===== config.mk =====
export PLATFORM = sky130hd
export DESIGN_NAME = qoa_slice_unpack
export DESIGN_NICKNAME = d
export VERILOG_FILES = /design/src/rtl/qoa_pkg.sv /design/src/rtl/qoa_dequant.sv /design/src/rtl/qoa_slice_unpack.sv
export SDC_FILE = /design/constraint.sdc
export NUM_CORES = 1
export LEC_CHECK = 0
export CAP_MARGIN = 20
export CORE_MARGIN = 10
export CORE_UTILIZATION = 32
export CTS_CLUSTER_SIZE = 20
export DETAILED_ROUTE_END_ITERATION = 12
export PLACE_DENSITY = 0.5
export RECOVER_POWER = 50
export SLEW_MARGIN = 25
export SYNTH_ARGS = -nofsm -noshare
export SYNTH_HDL_FRONTEND = slang
export SYNTH_SLANG_ARGS = --single-unit

===== constraint.sdc =====
create_clock -name clk -period 13.1 [get_ports clk]
set_input_delay 2.62 -clock clk [delete_from_list [all_inputs] [get_ports clk]]
set_output_delay 2.62 -clock clk [all_outputs]
set_load 0.005 [all_outputs]

===== src/rtl/qoa_pkg.sv =====
// Shared constants and types for the QOA slice decode path.
// Scalefactor and dequant multiplier tables match the C reference decoder.
package qoa_pkg;

    localparam int QOA_SLICE_LEN   = 20;
    localparam int QOA_SLICE_BYTES = 8;

    localparam logic [11:0] QOA_SF_TAB [16] = '{
        12'd1,    12'd7,    12'd21,   12'd45,   12'd84,   12'd138,  12'd211,  12'd304,
        12'd421,  12'd562,  12'd731,  12'd928,  12'd1157, 12'd1419, 12'd1715, 12'd2048
    };

    // Quarter-unit multipliers {0.75, 2.5, 4.5, 7} for q>>1
    localparam logic [4:0] QOA_DQ_K [4] = '{5'd3, 5'd10, 5'd18, 5'd28};

    typedef logic signed [15:0] residual_t;

    typedef enum logic {
        ST_LOAD = 1'b0,
        ST_EMIT = 1'b1
    } state_t;

endpackage


===== src/rtl/qoa_dequant.sv =====
// Combinational dequantiser: (scalefactor index, 3-bit code) -> signed residual.
// Rounds half away from zero; magnitude never exceeds 14336, so no saturation.
module qoa_dequant
    import qoa_pkg::*;
(
    input  logic [3:0] sf_idx,
    input  logic [2:0] q,
    output residual_t  res
);

    logic [16:0] prod;

    always_comb begin
        prod = 17'(QOA_SF_TAB[sf_idx]) * 17'(QOA_DQ_K[q[2:1]]);
        res  = residual_t'((prod + 17'd2) >> 2);
        if (q[0]) begin
            res = -res;
        end
    end

endmodule


===== src/rtl/qoa_slice_unpack.sv =====
// Gathers one 64-bit QOA slice from a byte stream and emits its 20 dequantised
// residuals on a valid/ready stream. Load and emit never overlap.
//
//   state   | meaning
//   --------+-------------------------------------------------------------
//   ST_LOAD | accepting slice bytes, MSB first; byte_ready high
//   ST_EMIT | presenting residual idx of the held slice; res_valid high
module qoa_slice_unpack
    import qoa_pkg::*;
#(
    parameter int OUT_W = 16
) (
    input  logic             clk,
    input  logic             rst,
    input  logic [7:0]       byte_in,
    input  logic             byte_valid,
    output logic             byte_ready,
    output logic [OUT_W-1:0] res_out,
    output logic             res_valid,
    input  logic             res_ready,
    output logic             res_last,
    output logic             busy
);

    localparam logic [2:0] CNT_LAST = 3'(QOA_SLICE_BYTES - 1);
    localparam logic [4:0] IDX_LAST = 5'(QOA_SLICE_LEN - 1);

    state_t      state;
    state_t      state_nxt;
    logic [63:0] slice_reg;
    logic [2:0]  cnt;
    logic [4:0]  idx;
    logic        byte_acc;
    logic        res_acc;
    logic [2:0]  q_arr [QOA_SLICE_LEN];
    logic [2:0]  q_cur;
    residual_t   dq_res;

    assign byte_acc = byte_valid && byte_ready;
    assign res_acc  = res_valid && res_ready;
    assign busy     = (state == ST_EMIT) || (cnt != 3'd0);

    always_ff @(posedge clk or posedge rst) begin
        if (rst) begin
            state <= ST_LOAD;
        end else begin
            state <= state_nxt;
        end
    end

    always_comb begin
        state_nxt = state;
        case (state)
            ST_LOAD: if (byte_acc && cnt == CNT_LAST) state_nxt = ST_EMIT;
            ST_EMIT: if (res_acc && idx == IDX_LAST) state_nxt = ST_LOAD;
            default: state_nxt = ST_LOAD;
        endcase
    end

    always_comb begin
        byte_ready = 1'b0;
        res_valid  = 1'b0;
        res_last   = 1'b0;
        res_out    = '0;
        case (state)
            ST_LOAD: byte_ready = 1'b1;
            ST_EMIT: begin
                res_valid = 1'b1;
                res_last  = (idx == IDX_LAST);
                res_out   = OUT_W'(dq_res);
            end
            default: ;
        endcase
    end

    always_ff @(posedge clk or posedge rst) begin
        if (rst) begin
            slice_reg <= '0;
            cnt       <= '0;
            idx       <= '0;
        end else begin
            if (byte_acc) begin
                slice_reg <= {slice_reg[55:0], byte_in};
                cnt       <= (cnt == CNT_LAST) ? 3'd0 : cnt + 3'd1;
                idx       <= '0;
            end
            if (res_acc) begin
                idx <= (idx == IDX_LAST) ? 5'd0 : idx + 5'd1;
            end
        end
    end

    // Residual k sits directly below the 4-bit scalefactor, 3 bits each
    always_comb begin
        for (int k = 0; k < QOA_SLICE_LEN; k++) begin
            q_arr[k] = slice_reg[59 - 3*k -: 3];
        end
        q_cur = q_arr[idx];
    end

    qoa_dequant u_dequant (
        .sf_idx (slice_reg[63:60]),
        .q      (q_cur),
        .res    (dq_res)
    );

endmodule


# Word level (Yosys, flattened, before mapping)
# Memories as Yosys holds them, arrays and structs flattened.
# Index checks and enable logic that the tools add are counted.
classes:
  n_mux: 20
  bitwise: 4
  mul: 1
  magnitude_cmp: 3
  n_eq_ne: 2
  add_sub_neg: 4
  n_reduce_logical: 7
ops:
  columns: ["operator", "count"]
  rows:
  - ["two-way mux 16 bit", 2]
  - ["two-way mux 5 bit", 5]
  - ["two-way mux 12 bit", 2]
  - ["adder 17 x 2 -> 17 bit, second input constant", 1]
  - ["multiplier 12 x 5 -> 17 bit", 1]
  - ["negator 15 -> 16 bit", 1]
  - ["binary-select mux 3 bit (select 5 bit)", 1]
  - ["binary-select mux 5 bit (select 2 bit)", 1]
  - ["two-way mux 3 bit", 3]
  - ["greater-or-equal comparator 6 bit, second input constant", 1]
  - ["NOT 5 -> 6 bit", 1]
  - ["adder 5 x 1 -> 5 bit, second input constant", 1]
  - ["== test 5 bit, second input constant", 1]
  - ["greater-or-equal comparator 5 bit, second input constant", 1]
  - ["two-way mux 1 bit", 5]
  - ["NOT 4 -> 5 bit", 1]
  - ["logical AND 1 bit", 4]
  - ["adder 3 x 1 -> 3 bit, second input constant", 1]
  - ["== test 3 bit, second input constant", 1]
  - ["greater-or-equal comparator 3 bit, second input constant", 1]
  - ["NOT 2 -> 3 bit", 1]
  - ["nonzero test 3 bit", 1]
  - ["one-hot mux 1 bit (2 select lines)", 1]
  - ["nonzero test 2 bit", 1]
  - ["other kinds (2)", 2]
word_totals:
  romBits: 192
  output_inout_bits: 20
  memories: 1
  regBits: 73
memory_table:
  columns: ["memory", "words", "width", "rd", "rd_clocked_by_memory_dff", "write_ports", "line", "source"]
  rows:
  - ["(no name shown)", 16, 12, 1, 0, 0, "qoa_dequant.sv:14", "prod = 17'(QOA_SF_TAB[sf_idx]) * 17'(QOA_DQ_K[q[2:1]]);"]

# Longest topological paths before layout
depth:
  ltp_word: 13
  mapped_depth: 24
  mapped_depth_nobuf: 20

# Cells and area by module
# Synthesis repeated with hierarchy kept, for this count alone.
unflattened:
  cells_unflattened: 592
  hier_area_um2: 6045.8
by_module_without_submodules:
  columns: ["module", "n_inst", "seq_area_each_um2", "area_per_inst_um2", "cells_each"]
  rows:
  - ["qoa_slice_unpack", 1, 1826.8, 3528.4, 259]
  - ["qoa_dequant", 1, 0.0, 2517.4, 333]

# Least setup slack after synthesis
# No wires, ideal clock.
synth_timing:
  path_kind: "register -> output"
  startpoint: "register idx[0]"
  endpoint: "output res_out[15]"
  arrival_time_ns: 5.630
  t_required_ns: 10.480
  stages_incl_launch_ff: 22
  setup_slack_ns: 4.850
  path_cell_list: "dfrtp_1 -> buf_4 -> buf_4 -> mux4_2 -> mux2i_1 -> o21ai_0 -> o21ai_0 -> clkbuf_1 -> nor2_1 -> fa_1 -> fa_1 -> inv_1 -> fa_1 -> inv_1 -> ha_1 -> a21o_2 -> a22o_2 -> or4_4 -> nand2_1 -> xor2_1 -> nand3_1 -> o311a_1"
synth_between:
  elab_chain_cells: 13
synth_rtl:
  columns: ["item", "line", "source"]
  rows:
  - ["from (decl)", "qoa_slice_unpack.sv:32", "logic [4:0] idx;"]
  - ["from (signal assigned)", "qoa_slice_unpack.sv:88", "idx <= (idx == IDX_LAST) ? 5'd0 : idx + 5'd1;"]
  - ["NOT 5 -> 6 bit (implied by the code) *", "qoa_slice_unpack.sv:98", "q_cur = q_arr[idx];"]
  - ["binary-select mux 3 bit (select 5 bit) *", "qoa_slice_unpack.sv:98", null]
  - ["two-way mux 3 bit (implied by the code) * (2 in a row)", "qoa_slice_unpack.sv:98", null]
  - ["NOT 2 -> 3 bit (implied by the code)", "qoa_dequant.sv:14", null]
  - ["binary-select mux 5 bit (select 2 bit)", "qoa_dequant.sv:14", null]
  - ["two-way mux 5 bit (implied by the code) (2 in a row)", "qoa_dequant.sv:14", null]
  - ["multiplier 12 x 5 -> 17 bit", "qoa_dequant.sv:14", null]
  - ["adder 17 x 2 -> 17 bit", "qoa_dequant.sv:15", "res = residual_t'((prod + 17'd2) >> 2);"]
  - ["negator 15 -> 16 bit", "qoa_dequant.sv:17", "res = -res;"]
  - ["two-way mux 16 bit *", "qoa_dequant.sv:16", "if (q[0]) begin"]
  - ["two-way mux 16 bit *", "qoa_slice_unpack.sv:65", "case (state)"]
  - ["to (decl)", "qoa_slice_unpack.sv:18", "output logic [OUT_W-1:0] res_out,"]
# Mark *: on every way between the ends. The rest lies on a longest branch, timed or not. The select of a mux whose other input is x is not followed.

# Worst setup path after layout
layout_timing:
  startpoint: "register idx[0]"
  endpoint: "output res_out[13]"
# Same word-level chain as after synthesis.

==> metrics.cfg <==
[status]
status=complete, but fails checks
violations=max-capacitance violations, max-slew violations

[synthesis]
syn-num-nets=661
synth_area_per_cell_sq_um=10.33
synthCells=582
synth.cell_area_sq_um=6015
seq_area_frac_synth_pct=30.37
ys.flop_type=dfrtp_1
ys_warn_count=0
ys_types=61
ys_ff_latch=73
async_flop_share_pct=100.0
synth_edf_count=0

[drt]
vias=4208
routed_wl_mm=12.67
initialDrtViolationCount=172
drt_drc_violations_left=0
ant_nets=0
via_per_inst=5.021
first_pass_iters=4
wl_per_cell_um=15.12

[clock_tree]
path_clk_slew_ps=60
clock-sinks=73
root_buffer=clkbuf_16
cts_setup_buffers=0
postCtsHoldBufs=0
tritoncts=yes
clockBufferDepth=2
cts-resized-gates=0
htreeDepth=3
clock_latency_ps=330
numCtsBuffers=9

[worst_setup_path]
cp.required_ps=10480
crit_path_max_incr_delay_ps=930
path_max_fanout=18
crit_path_frequent_cell=fa_1
crit_arrival_ps=7250
startpoint_type=flop
path_class=flop to output pin
critPathSlowestCell=dfrtp_1
crit_buf_inv=3
critPathTopFamily=adder cells
path_cells=mux4_2 > mux2i_1 > o21ai_0 > o21ai_0 > buf_4 > nor2_1 > nand2_1 > fa_1 > fa_1 > fa_1 > inv_1 > ha_1 > a21o_1 > a211o_1 > a221oi_1 > nand4_1 > nor4_2 > a31oi_1 > mux2i_1 > clkdlybuf4s50_1
end_kind=output pin

[floorplanning]
core.rowCount=50
coreArea_sq_um=18580
chipHeight_um=157.1
die_w_um=157.1
start_util_pct=32.37
dieArea_sq_um=24680
ios=32

[timing]
hold_violations=0
max_clock_freq_mhz=101.3
worst_pin_slew_ps=3824
fin_setup_tns_ps=0
final_max_slew_viol_count=144
maxSlewHeadroom_pct=-155.0
finalSetupViolations=0
rsz0062_at_grt=no
post-route-period-util_pct=75.33
fin_crit_ps=9868
finClkSkew_ps=5.300

[place]
gp_congestion=0.7994
dpl.hpwl_mm=9.849
io_buffer_count=31

[cells_and_area]
largest_reg_flops=64
synthToLayoutAreaGrowth_pct=12.63
fin_nets=678
drive_gt1_share_pct=19.54
antenna_cells=0

[grt]
grt_overflow=0
grt_use_total_pct=10.62
grt_pass1_wl_mm=21.58
first_global_vias=4347
grt_max_degree=74
antenna_found_initial=0

[min_path]
hold_class=flop to flop

[run]
max_cap_viol_count=2

-- layout by cell type, fill, tap and decap left out, types with 12 or more instances in the layout --
cell	count
nand2_1	33
dfrtp_1	73
nor2_1	60
clkdlybuf4s50_1	29
nand2b_1	12
fa_1	31
o21ai_0	25
inv_1	56
ha_1	36
mux4_2	15
mux2_2	66
-- metal layers --
layer | part of all wire (%) | global-route usage [%] | routed length [um] | vias up
met1 | 44 | 12.80 | 5614 | 2107
li1 | - | - | - | 2049
met2 | 53 | 19.18 | 6685 | 40
met3 | 2.0 | 1.692 | 255 | 12
met5 | 0 | 0 | 0 | -
met4 | 0.94 | 2.716 | 119 | 0
-- per-stage QoR --
stage               utilization [%]  worst slack (ps)  hold slack, ps  cell area [sq um]  std cells
global placement              35.02              3589           482.9               6506        822
global route                  36.46              2588           523.5               6774        838
floorplan                         -              4850           474.6               6015        582
finish                        36.46              3232           516.1               6774        838
CTS                           36.50              3116           515.9               6782        838
detailed placement            35.02              3501           501.6               6506        822
-- final timing paths --
| check | from | endpoint | slack, ps | depth (start not counted) |
|---|---|---|---|---|
| worst max register to register | state | idx[2] | 8750 | 6 |
| max in group asynchronous | rst | slice_reg[50] | 6730 | 3 |
| min in group asynchronous | rst | slice_reg[8] | 4230 | 3 |
| worst min register to register | slice_reg[59] | slice_reg[59] | 520 | 1 |
| worst min-delay path | slice_reg[59] | slice_reg[59] | 520 | 1 |
| worst max-delay path | idx[0] | res_out[13] | 3230 | 20 |
-- Yosys cell counts (10+ instances only) --
library cell  number  area share [%]
inv_1             57             3.6
mux2i_1           11             1.8
mux2_2            66              12
a21oi_1           11            0.92
nor2_1            60             3.7
ha_1              36             7.5
xnor2_1           11             1.6
fa_1              31              10
nand2b_1          12             1.2
mux4_2            15             5.6
o21ai_0           25             2.1
nand2_1           34             2.1
clkbuf_1          11            0.69
xor2_1            10             1.5
dfrtp_1           73              30
-- logic make-up after synthesis --
group                    synth area share (%)
flip-flops                              30.37
adder cells (fa/ha/maj)                 17.81
XOR/XNOR                                3.058
AO/OA/AOI/OAI                           10.44
multiplexers                            19.80
AND/OR/NAND/NOR                         12.57
buffers and inverters                   5.950
-- cell type report --
class | instances | area, sq um
Fill cell | 1841 | 11810
Multi-Input combinational cell | 423 | 3832
Sequential cell | 73 | 1827
Timing Repair Buffer | 35 | 332.8
Tap cell | 234 | 292.8
Clock buffer | 13 | 260.3
Inverter | 57 | 214.0
Clock inverter | 3 | 15.01
Power is not shown: default switching activity piles up to over one toggle a cycle in this logic, so the estimate is an artifact.
